### src/rtl/mp_addsub_pkg.sv
// Shared types and helpers for the multi-precision add/sub sequencer.
// Optional feature macro used by the sequencer: MP_ADDSUB_ZFLAG_EN (zero flag port z_o).
package mp_addsub_pkg;

   typedef enum logic [1:0] {
      IDLE = 2'd0,
      RUN  = 2'd1,
      DONE = 2'd2
   } state_e;

   // Width of the limb counter; at least one bit even when K = 1.
   function automatic int cnt_w(input int k);
      int w;
      w = $clog2(k);
      if (w < 1) begin
         w = 1;
      end else begin
         w = w;
      end
      return w;
   endfunction

endpackage

### src/rtl/mp_addsub_seq_cla.sv
// M-bit carry-lookahead adder/subtractor built from 4-bit lookahead groups.
// sub_i = 1 computes a - b (carry-in forced to 1); otherwise a + b + cin_i.
module mp_addsub_seq_cla #(
   parameter int M = 16
) (
   input  logic [M-1:0] a_i,
   input  logic [M-1:0] b_i,
   input  logic         sub_i,
   input  logic         cin_i,
   output logic [M-1:0] sum_o,
   output logic         cout_o,
   output logic         ovf_o
);

   localparam int NG = M / 4;

   logic [M-1:0] b_s;
   logic [M-1:0] g_s;
   logic [M-1:0] p_s;
   logic [M:0]   c_s;

   // Generate/propagate per bit, carries resolved per 4-bit group and chained between groups.
   always_comb begin
      b_s    = b_i ^ {M{sub_i}};
      g_s    = a_i & b_s;
      p_s    = a_i ^ b_s;
      c_s    = '0;
      c_s[0] = cin_i | sub_i;
      for (int gi = 0; gi < NG; gi++) begin
         c_s[4*gi+1] = g_s[4*gi] | (p_s[4*gi] & c_s[4*gi]);
         c_s[4*gi+2] = g_s[4*gi+1]
                     | (p_s[4*gi+1] & g_s[4*gi])
                     | (p_s[4*gi+1] & p_s[4*gi] & c_s[4*gi]);
         c_s[4*gi+3] = g_s[4*gi+2]
                     | (p_s[4*gi+2] & g_s[4*gi+1])
                     | (p_s[4*gi+2] & p_s[4*gi+1] & g_s[4*gi])
                     | (p_s[4*gi+2] & p_s[4*gi+1] & p_s[4*gi] & c_s[4*gi]);
         c_s[4*gi+4] = g_s[4*gi+3]
                     | (p_s[4*gi+3] & g_s[4*gi+2])
                     | (p_s[4*gi+3] & p_s[4*gi+2] & g_s[4*gi+1])
                     | (p_s[4*gi+3] & p_s[4*gi+2] & p_s[4*gi+1] & g_s[4*gi])
                     | (p_s[4*gi+3] & p_s[4*gi+2] & p_s[4*gi+1] & p_s[4*gi] & c_s[4*gi]);
      end
      sum_o  = p_s ^ c_s[M-1:0];
      cout_o = c_s[M];
      ovf_o  = c_s[M] ^ c_s[M-1];
   end

endmodule

### src/rtl/mp_addsub_seq.sv
// Multi-precision add/sub sequencer: one W = M*K bit operation streamed as K limbs,
// LS limb first, through a single M-bit CLA with the carry held in a register.
// Optional: define MP_ADDSUB_ZFLAG_EN to add the zero-result flag port z_o.
module mp_addsub_seq
   import mp_addsub_pkg::*;
#(
   parameter int M = 16,
   parameter int K = 4
) (
   input  logic           clk_i,
   input  logic           rst_i,
   input  logic           in_valid_i,
   output logic           in_ready_o,
   input  logic           sub_i,
   input  logic           cin_i,
   input  logic [M*K-1:0] x_i,
   input  logic [M*K-1:0] y_i,
   output logic           out_valid_o,
   input  logic           out_ready_i,
   output logic [M*K-1:0] out_o,
   output logic           cout_o,
   output logic           v_o
`ifdef MP_ADDSUB_ZFLAG_EN
  ,output logic           z_o
`endif
);

   localparam int W  = M * K;
   localparam int CW = cnt_w(K);
   localparam logic [CW-1:0] LAST_CNT = CW'(K - 1);

   state_e        state_q;
   logic          in_ready_q;
   logic          out_valid_q;
   logic [W-1:0]  x_q;
   logic [W-1:0]  yn_q;
   logic [W-1:0]  out_q;
   logic          c_q;
   logic [CW-1:0] cnt_q;
   logic          cout_q;
   logic          v_q;

   logic [M-1:0]   limb_sum_s;
   logic           limb_cout_s;
   logic           limb_ovf_s;
   logic [W+M-1:0] out_cat_s;
   logic           limb_zero_s;

   // The adder always adds; subtraction is folded into yn_q and the initial carry.
   mp_addsub_seq_cla #(.M(M)) u_cla (
      .a_i    (x_q[M-1:0]),
      .b_i    (yn_q[M-1:0]),
      .sub_i  (1'b0),
      .cin_i  (c_q),
      .sum_o  (limb_sum_s),
      .cout_o (limb_cout_s),
      .ovf_o  (limb_ovf_s)
   );

   // New limb enters at the MS end so after K shifts the result is fully aligned.
   assign out_cat_s   = {limb_sum_s, out_q};
   assign limb_zero_s = (limb_sum_s == '0);

`ifdef MP_ADDSUB_ZFLAG_EN
   logic zacc_q;

   // Zero accumulator: starts at 1 on accept and clears on any non-zero limb.
   always_ff @(posedge clk_i or posedge rst_i) begin
      if (rst_i) begin
         zacc_q <= 1'b0;
      end else if (state_q == IDLE && in_valid_i) begin
         zacc_q <= 1'b1;
      end else if (state_q == RUN) begin
         zacc_q <= zacc_q & limb_zero_s;
      end else begin
         zacc_q <= zacc_q;
      end
   end

   assign z_o = zacc_q;
`else
   logic unused_zero_s;
   assign unused_zero_s = limb_zero_s;
`endif

   // Control FSM with datapath shift registers, carry chain register and result flags.
   always_ff @(posedge clk_i or posedge rst_i) begin
      if (rst_i) begin
         state_q     <= IDLE;
         in_ready_q  <= 1'b1;
         out_valid_q <= 1'b0;
         x_q         <= '0;
         yn_q        <= '0;
         out_q       <= '0;
         c_q         <= 1'b0;
         cnt_q       <= '0;
         cout_q      <= 1'b0;
         v_q         <= 1'b0;
      end else begin
         case (state_q)
            IDLE: begin
               if (in_valid_i) begin
                  x_q        <= x_i;
                  yn_q       <= y_i ^ {W{sub_i}};
                  c_q        <= sub_i | cin_i;
                  cnt_q      <= '0;
                  in_ready_q <= 1'b0;
                  state_q    <= RUN;
               end else begin
                  state_q    <= IDLE;
               end
            end
            RUN: begin
               out_q <= out_cat_s[W+M-1:M];
               x_q   <= x_q >> M;
               yn_q  <= yn_q >> M;
               c_q   <= limb_cout_s;
               cnt_q <= cnt_q + CW'(1);
               if (cnt_q == LAST_CNT) begin
                  cout_q      <= limb_cout_s;
                  v_q         <= limb_ovf_s;
                  out_valid_q <= 1'b1;
                  state_q     <= DONE;
               end else begin
                  state_q     <= RUN;
               end
            end
            DONE: begin
               if (out_ready_i) begin
                  out_valid_q <= 1'b0;
                  in_ready_q  <= 1'b1;
                  state_q     <= IDLE;
               end else begin
                  state_q     <= DONE;
               end
            end
            default: begin
               out_valid_q <= 1'b0;
               in_ready_q  <= 1'b1;
               state_q     <= IDLE;
            end
         endcase
      end
   end

   assign in_ready_o  = in_ready_q;
   assign out_valid_o = out_valid_q;
   assign out_o       = out_q;
   assign cout_o      = cout_q;
   assign v_o         = v_q;

endmodule
### config.mk
export PLATFORM = sky130hd
export DESIGN_NAME = mp_addsub_seq
export DESIGN_NICKNAME = d
export VERILOG_FILES = /design/src/rtl/mp_addsub_pkg.sv /design/src/rtl/mp_addsub_seq_cla.sv /design/src/rtl/mp_addsub_seq.sv
export SDC_FILE = /design/constraint.sdc
export NUM_CORES = 1
export LEC_CHECK = 0
export CORE_MARGIN = 2
export CORE_UTILIZATION = 45
export DETAILED_ROUTE_END_ITERATION = 7
export PLACE_DENSITY = 0.72
export SLEW_MARGIN = 20
export SYNTH_ARGS = -nofsm -noshare
export SYNTH_HDL_FRONTEND = slang
export SYNTH_SLANG_ARGS = --single-unit
### constraint.sdc
create_clock -name clk_i -period 15.1 [get_ports clk_i]
set_clock_uncertainty 0.15 [all_clocks]
set_input_delay 2.265 -clock clk_i [delete_from_list [all_inputs] [get_ports clk_i]]
set_output_delay 2.265 -clock clk_i [all_outputs]
set_load 0.01 [all_outputs]
### Word level (Yosys, flattened, before mapping)

Index checks and enable logic that the tools add are counted.

| operators by class | value |
|---|---|
| add/sub/neg operators | 1 |
| equal/unequal tests | 6 |
| multiplexer cells | 18 |
| bitwise logic cells | 112 |
| reductions and logical operators | 6 |

Operators by type and width:

| operator | count |
|---|---|
| $pmux 64 s2 | 2 |
| $mux 64 | 2 |
| $and 1x1->1 | 64 |
| $xor 64x64->64 | 1 |
| $or 1x1->1 | 41 |
| $xor 16x16->16 | 2 |
| $and 16x16->16 | 1 |
| $mux 1 | 6 |
| $mux 2 | 3 |
| $ne 2x2->1 const B | 3 |
| $pmux 1 s3 | 2 |
| $pmux 2 s3 | 1 |
| $reduce_and 3->1 | 2 |
| $eq 2x2->1 const B | 2 |
| $pmux 2 s2 | 1 |
| $reduce_and 2->1 | 2 |
| $add 2x1->2 const B | 1 |
| $eq 2x1->1 const B | 1 |
| $logic_not 2->1 | 1 |
| $not 1->1 | 2 |
| $pmux 1 s2 | 1 |
| $reduce_bool 2->1 | 1 |
| $xor 1x1->1 | 1 |

| word-level totals | value |
|---|---|
| register bits after elaboration | 201 |
| input port bits | 134 |
| output and inout port bits | 68 |
| word-level logic and storage cells | 153 |

### Longest topological paths before layout

| logic depth | value |
|---|---|
| depth after elaboration | 13 |
| depth in mapped cells | 10 |
| mapped depth without buffers | 10 |

### Hierarchy

A second synthesis with hierarchy kept.

| unflattened totals | value |
|---|---|
| cell total of the unflattened synthesis | 1,096 |
| area total of the unflattened synthesis | 10,398.7 sq um |

Modules (own cells, without submodules):

| module | times used | cells each | area an instance (sq um) | sequential area each (sq um) |
|---|---|---|---|---|
| mp_addsub_seq | 1 | 983 | 9,505.4 | 5,031.1 |
| mp_addsub_seq_cla | 1 | 113 | 893.4 | 0.0 |

### Least setup slack after synthesis

No wires, ideal clock.

| path | value |
|---|---|
| kind | input to register |
| start | input port sub_i |
| end | register yn_q[10] |
| setup time | 126 ps |
| arrival | 3,535 ps |
| data required time | 14,824 ps |
| slack | 11,289 ps |
| stages | 5 |
| buffers on the path | 2 |
| cell sequence | clkbuf_1 > buf_1 > xnor2_1 > nor2_1 > a221o_1 |

| between the ends | value |
|---|---|
| word-level cells in the longest chain between the ends | 3 |

RTL lines:

| item | line | RTL |
|---|---|---|
| from (decl) | mp_addsub_seq.sv:14 | `input logic sub_i,` |
| $xor 64x64->64 | mp_addsub_seq.sv:104 | `yn_q <= y_i ^ {W{sub_i}};` |
| $mux 64 | mp_addsub_seq.sv:102 | `if (in_valid_i) begin` |
| $pmux 64 s2 | mp_addsub_seq.sv:100 | `case (state_q)` |
| to (signal assigned) | mp_addsub_seq.sv:104 |  |
| to (signal assigned) | mp_addsub_seq.sv:116 | `yn_q <= yn_q >> M;` |
| to (decl) | mp_addsub_seq.sv:36 | `logic [W-1:0] yn_q;` |

No other way between the ends. The select of a mux whose other input is x is not followed.
A chain may end at the register's enable or synchronous reset.

### Worst setup path in the final report

| path | value |
|---|---|
| start | input port in_valid_i |
| end | register c_q |

| between the ends | value |
|---|---|
| word-level cells in the longest chain between the ends | 2 |

RTL lines:

| item | line | RTL |
|---|---|---|
| from (decl) | mp_addsub_seq.sv:12 | `input logic in_valid_i,` |
| $ne 2x2->1 (no line) | - |  |
| $reduce_and 2->1 (no line) | - |  |
| to (signal assigned) | mp_addsub_seq.sv:105 | `c_q <= sub_i \| cin_i;` |
| to (signal assigned) | mp_addsub_seq.sv:117 | `c_q <= limb_cout_s;` |
| to (decl) | mp_addsub_seq.sv:38 | `logic c_q;` |

No other way between the ends.

==> impl_metrics.ini <==
[floorplanning]
core-area_um2 = 20200
chipHeight_um = 148
die-area_um2 = 21800
start_util = 0.458
ioPinCount = 202
rows = 52
die_x_um = 148

[power]
clockPowerShare = 0.200
switching_share = 0.385
total_power_uw = 2800
vdd.ir_drop.worst_v = 0.000135
seqPwrFrac = 0.355
p_int_uw = 1720
power_frac_comb = 0.444
p_leak_uw = 0.00551
switchingPower_uw = 1080
powerDensity_nw_per_um2 = 229

[clock_network]
postCtsHoldBufs = 0
cts_max_level = 1
clockRootBuffer = clkbuf_16
clk_path_buf_depth = 3
cts_buffers = 22
clock_latency_ns = 0.49
clk_pin_slew_ns = 0.06
clkSinkCount = 201
ctsResizeCount = 0
cts_tree = built
post-cts-setup-buffers = 0

[routing]
drc_errors = 0
ant_nets = 0
wl_per_cell_um = 15.6
drt_iter0_markers = 541
vias = 7511
drt-vias-per-instance = 5.23
wirelength_mm = 22.4
first_pass_iters = 5

[timing]
setup-violations-final = 0
tns_ns = 0
maxSlewHeadroom = 0.338
rsz0062_at_grt = false
hold_viol = 0
period_minus_slack_ns = 4.43
drv_slew = 0
hold-worst-slack_ns = 0.322
finalCritPeriodShare = 0.294
fmax_mhz = 226
tightest_slew_ns = 0.994

[synth]
avgSynthCellArea_um2 = 9.38
ys_warn_count = 0
syn_area_um2 = 9270
syn_nets = 1143
async_flop_share = 1.00
synthDistinctLibCells = 42
synth.largest_area_cell = dfrtp_1
synthCells = 988
yosysTopAreaCellShare = 0.540
synth_seq_cells = 201
synth_commonest_cells = nand2_1, dfrtp_1, nor2_1
yosysMostFrequentCell = nand2_1
ys.flop_type = dfrtp_1
synthTopCellsByArea = dfrtp_1, nand2_1, xnor2_1
ys_seq_area_frac = 0.543
synth-edff-count = 0

[finish]
area_delta_synth_final_pct = 32.0
fin_cells = 1436
final_util = 0.605
drive_above_1_share = 0.0506
final_net_count = 1304

[global_route]
grt_max_degree = 124
grt_usage = 0.205
antenna_found_initial = 0
first_global_vias = 7055
grt_overflow = 0
grt_pass1_wl_mm = 36.4

[setup_path]
reg2reg_depth = 10
arrival_ns = 4.63
end_kind = flip-flop
cp-start-kind = input pin
crit_required_ns = 15.29
critPathMaxFanout = 80
path_class = input pin to flip-flop
ff2ff_setup_slack_ns = 12.08

[place]
hpwl_mm = 15.2
gp_congestion = 0.808
io_buffers = 201
place_inst = 1394

[flow_run]
maxCapViolCount = 0

[hold_path]
min_path_type = flip-flop to flip-flop
whs_path_depth = 2

[run_status]
outcome = finished clean
per-stage QoR:
stage | cell area [um2] | setup slack [ns]
3_3_place_gp | 11400 | 10.17
4_1_cts | 12200 | 10.69
6_report | 12200 | 10.67
3_5_place_dp | 11400 | 10.17
2_1_floorplan | 9270 | 7.20
5_1_grt | 12200 | 10.42
sequential cells by signal, indices dropped and copies added, names as in the netlist:
name and count:
c_q 1, cnt_q 2, cout_o 1, in_ready_o 1, out_o 64, out_valid_o 1
state_q 2, v_o 1, x_q 64, yn_q 64
kinds of logic after synthesis:
kind of cell | share of synthesized area
AO/OA/AOI/OAI | 0.132
XOR/XNOR | 0.0680
adder cells (fa/ha/maj) | 0.0316
buffers and inverters | 0.0304
flip-flops | 0.543
AND/OR/NAND/NOR | 0.195
critical path, cell delays in order:
cell,delay (ns)
clkdlybuf4s50_1,0.41
nand2b_1,0.15
or2_4,0.63
buf_4,0.69
nor2_1,0.11
a221oi_1,0.21
o21ai_1,0.10
power by group through the flow:
stage / clock, uW / sequential (uW) / combinational [uW]
after floorplan: 0 / 972 / 835
after global placement: 0 / 994 / 1200
after detailed placement: 0 / 1000 / 1230
after CTS: 569 / 994 / 1240
after global routing: 594 / 1020 / 1410
final: 561 / 996 / 1250
area by class of cell:
cell class              instances  area (um2)
fillers                      1726        8000
clock inverters                 6         105
inverters                       5        26.3
clock buffers                  34         667
flip-flops and latches        201        5030
multi-input cells             712        3990
repair buffers                207        2080
diodes                          1        2.50
well taps                     270         338
cell usage in the layout, fill, tap and decap left out, types with 7 or more instances in the layout:
cell	netlist	final
a21oi_1	9	9
ha_1	17	17
a31oi_1	49	49
o21ai_0	35	35
a221o_1	48	48
clkbuf_16	0	23
a21o_1	7	7
xnor2_1	70	70
nand3_1	34	34
nand2_1	301	301
nor2_1	106	104
dfrtp_1	200	200
clkdlybuf4s50_1	0	200
layer usage:
metal | global-route usage | part of all wire
met1 | 0.299 | 0.46
met2 | 0.321 | 0.47
met3 | 0.0296 | 0.054
met4 | 0.0611 | 0.025
met5 | 0 | 0
path summary, 6_finish.rpt:
kind | from | to
min in group asynchronous | rst_i | out_o[6]
max in group asynchronous | rst_i | yn_q[30]
hold / removal | out_o[7] | out_o[7]
setup reg to reg | yn_q[3] | out_o[61]
hold reg to reg | out_o[7] | out_o[7]
setup / recovery | in_valid_i | c_q
Note: power is estimated with default switching activity, not from simulation.
